### src/rtl/ibex_multdiv_issue.sv
// ibex_multdiv_issue: sequences one multiply/divide op from issue to the mult/div unit through writeback.
// Define MULTDIV_DIVZERO_BYPASS_EN to resolve divide-by-zero requests without issuing them.

typedef enum logic [1:0] {
   MD_OP_MULL = 2'd0,
   MD_OP_MULH = 2'd1,
   MD_OP_DIV  = 2'd2,
   MD_OP_REM  = 2'd3
} sel_md_op_e;

module ibex_multdiv_issue (
   input  logic        clk_i,
   input  logic        rst_ni,
   input  logic        req_valid_i,
   output logic        req_ready_o,
   input  sel_md_op_e  req_op_i,
   input  logic [1:0]  req_signed_mode_i,
   input  logic [31:0] req_op_a_i,
   input  logic [31:0] req_op_b_i,
   input  logic [4:0]  req_rd_i,
   input  logic        flush_i,
   output logic        mult_en_o,
   output logic        div_en_o,
   output logic        mult_sel_o,
   output logic        div_sel_o,
   output sel_md_op_e  operator_o,
   output logic [1:0]  signed_mode_o,
   output logic [31:0] op_a_o,
   output logic [31:0] op_b_o,
   output logic        multdiv_ready_id_o,
   input  logic        multdiv_valid_i,
   input  logic [31:0] multdiv_result_i,
   input  logic [33:0] imd_val_d_i [2],
   input  logic [1:0]  imd_val_we_i,
   output logic [33:0] imd_val_q_o [2],
   output logic        wb_valid_o,
   input  logic        wb_ready_i,
   output logic [4:0]  wb_rd_o,
   output logic [31:0] wb_data_o,
   output logic        busy_o
);

   typedef enum logic [1:0] {IDLE, RUN, DRAIN, WB} state_e;

   state_e      state_q, state_d;
   logic        accept;
   logic        divzero;
   logic [31:0] dz_result;

   // flush_i masks acceptance so a request never slips in alongside a discard
   assign req_ready_o = !flush_i && ((state_q == IDLE) || (state_q == WB && wb_ready_i));
   assign accept      = req_valid_i && req_ready_o;

`ifdef MULTDIV_DIVZERO_BYPASS_EN
   assign divzero   = ((req_op_i == MD_OP_DIV) || (req_op_i == MD_OP_REM)) && (req_op_b_i == 32'h0);
   assign dz_result = (req_op_i == MD_OP_DIV) ? 32'hFFFF_FFFF : req_op_a_i;
`else
   assign divzero   = 1'b0;
   assign dz_result = 32'h0;
`endif

   always_comb begin
      state_d            = state_q;
      mult_en_o          = 1'b0;
      div_en_o           = 1'b0;
      multdiv_ready_id_o = 1'b0;
      case (state_q)
         IDLE: begin
            if (accept) state_d = divzero ? WB : RUN;
         end
         RUN: begin
            if (multdiv_valid_i) state_d = flush_i ? IDLE : WB;
            else if (flush_i)    state_d = DRAIN;
         end
         DRAIN: begin
            if (multdiv_valid_i) state_d = IDLE;
         end
         WB: begin
            if (flush_i)         state_d = IDLE;
            else if (wb_ready_i) state_d = accept ? (divzero ? WB : RUN) : IDLE;
         end
         default: state_d = IDLE;
      endcase
      // DRAIN keeps the unit enabled so its internal FSM completes the abandoned op
      if (state_q == RUN || state_q == DRAIN) begin
         multdiv_ready_id_o = 1'b1;
         if (operator_o == MD_OP_MULL || operator_o == MD_OP_MULH) mult_en_o = 1'b1;
         else                                                      div_en_o  = 1'b1;
      end
   end

   assign mult_sel_o = mult_en_o;
   assign div_sel_o  = div_en_o;
   assign wb_valid_o = (state_q == WB);
   assign busy_o     = (state_q != IDLE);

   always_ff @(posedge clk_i or negedge rst_ni) begin
      if (!rst_ni) begin
         state_q       <= IDLE;
         operator_o    <= MD_OP_MULL;
         signed_mode_o <= 2'b00;
         op_a_o        <= 32'h0;
         op_b_o        <= 32'h0;
         wb_rd_o       <= 5'h0;
         wb_data_o     <= 32'h0;
      end else begin
         state_q <= state_d;
         if (accept) begin
            operator_o    <= req_op_i;
            signed_mode_o <= req_signed_mode_i;
            op_a_o        <= req_op_a_i;
            op_b_o        <= req_op_b_i;
            wb_rd_o       <= req_rd_i;
         end
         if (accept && divzero)
            wb_data_o <= dz_result;
         else if (state_q == RUN && multdiv_valid_i && !flush_i)
            wb_data_o <= multdiv_result_i;
      end
   end

   always_ff @(posedge clk_i or negedge rst_ni) begin
      if (!rst_ni) begin
         imd_val_q_o[0] <= 34'h0;
         imd_val_q_o[1] <= 34'h0;
      end else begin
         for (int k = 0; k < 2; k++) begin
            if (imd_val_we_i[k]) imd_val_q_o[k] <= imd_val_d_i[k];
         end
      end
   end

endmodule

### config.mk
export PLATFORM = sky130hd
export DESIGN_NAME = ibex_multdiv_issue
export DESIGN_NICKNAME = d
export VERILOG_FILES = /design/src/rtl/ibex_multdiv_issue.sv
export SDC_FILE = /design/constraint.sdc
export NUM_CORES = 1
export LEC_CHECK = 0
export BUFFER_PORTS_ARGS = -buffer_cell sky130_fd_sc_hd__buf_2
export CAP_MARGIN = 10
export CELL_PAD_IN_SITES_DETAIL_PLACEMENT = 1
export CELL_PAD_IN_SITES_GLOBAL_PLACEMENT = 1
export CORE_AREA = 2 2 141 143
export DETAILED_ROUTE_END_ITERATION = 8
export DIE_AREA = 0 0 143 145
export PLACE_DENSITY = 0.86
export SYNTH_ARGS = -nofsm -noshare
export SYNTH_HDL_FRONTEND = slang
export SYNTH_SLANG_ARGS = --single-unit
### constraint.sdc
create_clock -name clk_i -period 2.5 [get_ports clk_i]
set_clock_uncertainty 0.15 [all_clocks]
set_input_delay 0.5 -clock clk_i [delete_from_list [all_inputs] [get_ports clk_i]]
set_output_delay 0.5 -clock clk_i [all_outputs]
set_load 0.02 [all_outputs]
==> results_dict.tcl <==
set metrics [dict create \
    finalCritPeriodShare_pct 93.5 \
    yosysTopAreaCellShare_pct 66.1 \
    switching_share_pct 36.5 \
    endpoint_kind "primary output" \
    cts-root-buf "clkbuf_16" \
    hold_ws_ps 152 \
    dp_slack_ps 441 \
    worstReg2RegStart "state_q[0]$_DFFE_PN0P_" \
    portBuffers 361 \
    synthSimpleGateAreaFrac_pct 0.624 \
    area_growth_pct 41.9 \
    die_h_um 145 \
    rr_endpoint "op_a_o[26]$_DFFE_PN0P_" \
    yosysMostFrequentCell "dfrtp_1" \
    worst_pin_slew_ps 525 \
    first_iter_violations 81 \
    avgSynthCellArea_um2 16.8 \
    hold_path_class "in -> reg" \
    ys_ff_latch 175 \
    synthTopCellsByArea "dfrtp_1 (66%), mux2_2 (29%), buf_2 (1.2%)" \
    ys.flop_type "dfrtp_1" \
    power.switching_w 0.00411 \
    stdcell_area_mm2 0.00940 \
    crit_path_end "req_ready_o" \
    slew-limit-headroom_pct 65.0 \
    slew_viol_final 0 \
    r2r_slack_ps 440 \
    syn_area_mm2 0.00662 \
    outcome "completed" \
    cp.required_ps 1850 \
    synth_top_cell_by_area "dfrtp_1" \
    wl_mm 18.4 \
    clk-insertion-delay-late_ps 420 \
    gp_congestion 0.815 \
    synth.area.mux_share_pct 29.7 \
    final_cells 1043 \
    synth_compound_area_share_pct 0.605 \
    synth_top_family_by_area "multiplexers" \
    tritoncts "yes" \
    dieArea_mm2 0.0207 \
    synth_cells 394 \
    cp_max_fo 4 \
    worstSetupPathType "reg -> out" \
    ios 362 \
    fin_ws_ps 162 \
    ff2ff_path_depth 6 \
    post_cts_buffers 0 \
    fillers 2059 \
    fin_setup_tns_ps 0 \
    finalCriticalPeriod_ps 2340 \
    dr.pass1.iters 4 \
    leakagePower_nw 4.65 \
    synth-adder-area-share_pct 0.945 \
    synth_cell_types 21 \
    rsz0062_at_grt "no" \
    dp_hpwl_mm 14.4 \
    comb_power_share_pct 37.6 \
    internal-power_w 0.00714 \
    seq_area_frac_synth_pct 66.1 \
    start_kind "register" \
    p_clk_share_pct 24.0 \
    clk_pin_slew_ps 70 \
    dp_cells 1013 \
    clockBufferDepth 2 \
    synthTopCellsByCount "dfrtp_1 (175), mux2_2 (168), buf_2 (16)" \
    cts.sinks 175 \
    vias_per_cell 4.57 \
    diodes 0 \
    syn_nets 580 \
    coreArea_mm2 0.0192 \
    fmaxAchievable_mhz 428 \
    synthArstFlopShare_pct 100 \
    synth_xor_area_share_pct 0 \
    antenna_left 0 \
    initial_core_util_pct 34.5 \
    grt_pass1_vias 5532 \
    rows 51 \
    antenna_found_initial 1 \
    drc 0 \
    grt_pass1_wl_mm 28.8 \
    placed_area_mm2 0.00880 \
    power_density_mw_per_mm2 1200 \
    p_seq_share_pct 38.5 \
    wl_per_cell_um 17.7 \
    worstPathArrival_ps 1690 \
    hold_viol 0 \
    grt_max_degree 52 \
    cap_violations 0 \
    regArea_mm2 0.00438 \
    drive_gt1_share_pct 73.7 \
    overflow 0 \
    setup_viol 0 \
    finalNetCount 954 \
    htree_levels 4 \
    cts-buffers-inserted 17 \
    ys_warn_count 0 \
    vias 4769 \
    synth_edf_count 0 \
    irDropWorstVdd_mv 0.438 \
    gr-usage-all-layers_pct 18.0 \
    cts_resized 0 \
    crit_start "state_q[0]$_DFFE_PN0P_" \
    die_w_um 143 \
    multiInputGateArea_mm2 0.00211 \
]
==> power groups by stage <==
stage / Combinational, W / Clock [W] / Sequential [W]
after floorplan: 0.00137 / 0 / 0.00557
after global placement: 0.00413 / 0 / 0.00430
after detailed placement: 0.00426 / 0 / 0.00438
after CTS: 0.00427 / 0.00278 / 0.00434
after global routing: 0.00448 / 0.00290 / 0.00446
final: 0.00422 / 0.00269 / 0.00432
==> metrics by stage <==
stage	utilization, %	power, W
2_1_floorplan	-	0.00694
3_3_place_gp	45.8	0.00842
3_5_place_dp	45.8	0.00865
4_1_cts	48.9	0.0114
5_1_grt	48.9	0.0118
6_report	48.9	0.0112
==> critical path, cell delays in order (launching register included) <==
cell and delay [ps]:
dfrtp_1 400, inv_1 100, ha_1 250, a21oi_1 270
nor2_1 80, buf_2 170
==> sequential cells by signal, indices dropped and copies added (netlist names) <==
name	flops
imd_val_q_o	68
op_a_o	32
op_b_o	32
wb_data_o	32
wb_rd_o	5
operator_o	2
signed_mode_o	2
state_q	2
==> placed cells by master, fill, tap and decap left out <==
cell and instances:
nand3_1 2, buf_6 1, nor2b_1 1, clkinvlp_4 5, and2_1 1, nand2_1 1, a22o_1 1, a21oi_1 1
bufinv_16 3, dlygate4sd3_1 1, o211ai_1 1, mux2i_1 1, buf_12 3, nor2_1 1, ha_1 5, o2111ai_1 1
inv_6 4, dfrtp_1 175, inv_2 1, clkbuf_16 17, buf_4 10, a222oi_1 1, inv_1 6, buf_2 360
mux2_2 168, nor2_4 1, mux2_1 6
==> metal layers <==
metal	track usage, %	share of wire, %
met2	33.3	54
met1	18.0	35
met4	6.34	2.2
met5	0	0.087
met3	6.83	8.7
==> area by class of cell <==
type / instances / share of cell area (%)
Clock buffer: 17 / 4.53
Clock inverter: 12 / 1.73
Inverter: 7 / 0.280
Multi-Input combinational cell: 192 / 22.5
Sequential cell: 175 / 46.6
Tap cell: 265 / 3.53
Timing Repair Buffer: 375 / 20.8
==> how the worst min path moves through the flow <==
stage	from	endpoint	cells past startpoint
after global placement	op_a_o[6]$_DFFE_PN0P_	op_a_o[6]$_DFFE_PN0P_	1
after detailed placement	op_a_o[2]$_DFFE_PN0P_	op_a_o[2]$_DFFE_PN0P_	1
after CTS	req_op_a_i[2]	op_a_o[2]$_DFFE_PN0P_	2
final	req_op_a_i[2]	op_a_o[2]$_DFFE_PN0P_	2
after floorplan	rst_ni	imd_val_q_o[0]$_DFFE_PN0P_	0
after global routing	req_op_a_i[6]	op_a_o[6]$_DFFE_PN0P_	2
==> logic make-up after synthesis <==
logic type | after synthesis
adder cells (fa/ha/maj) | 5
AND/OR/NAND/NOR | 7
AO/OA/AOI/OAI | 5
buffers and inverters | 27
flip-flops | 175
multiplexers | 175
==> what timing repair did <==
item / in CTS / in global routing
hold buffers: 1 / 0
endpoints found under the setup margin: 0 / 0
endpoints found under the hold margin: 44 / 0
(Power assumes the default switching activity.)
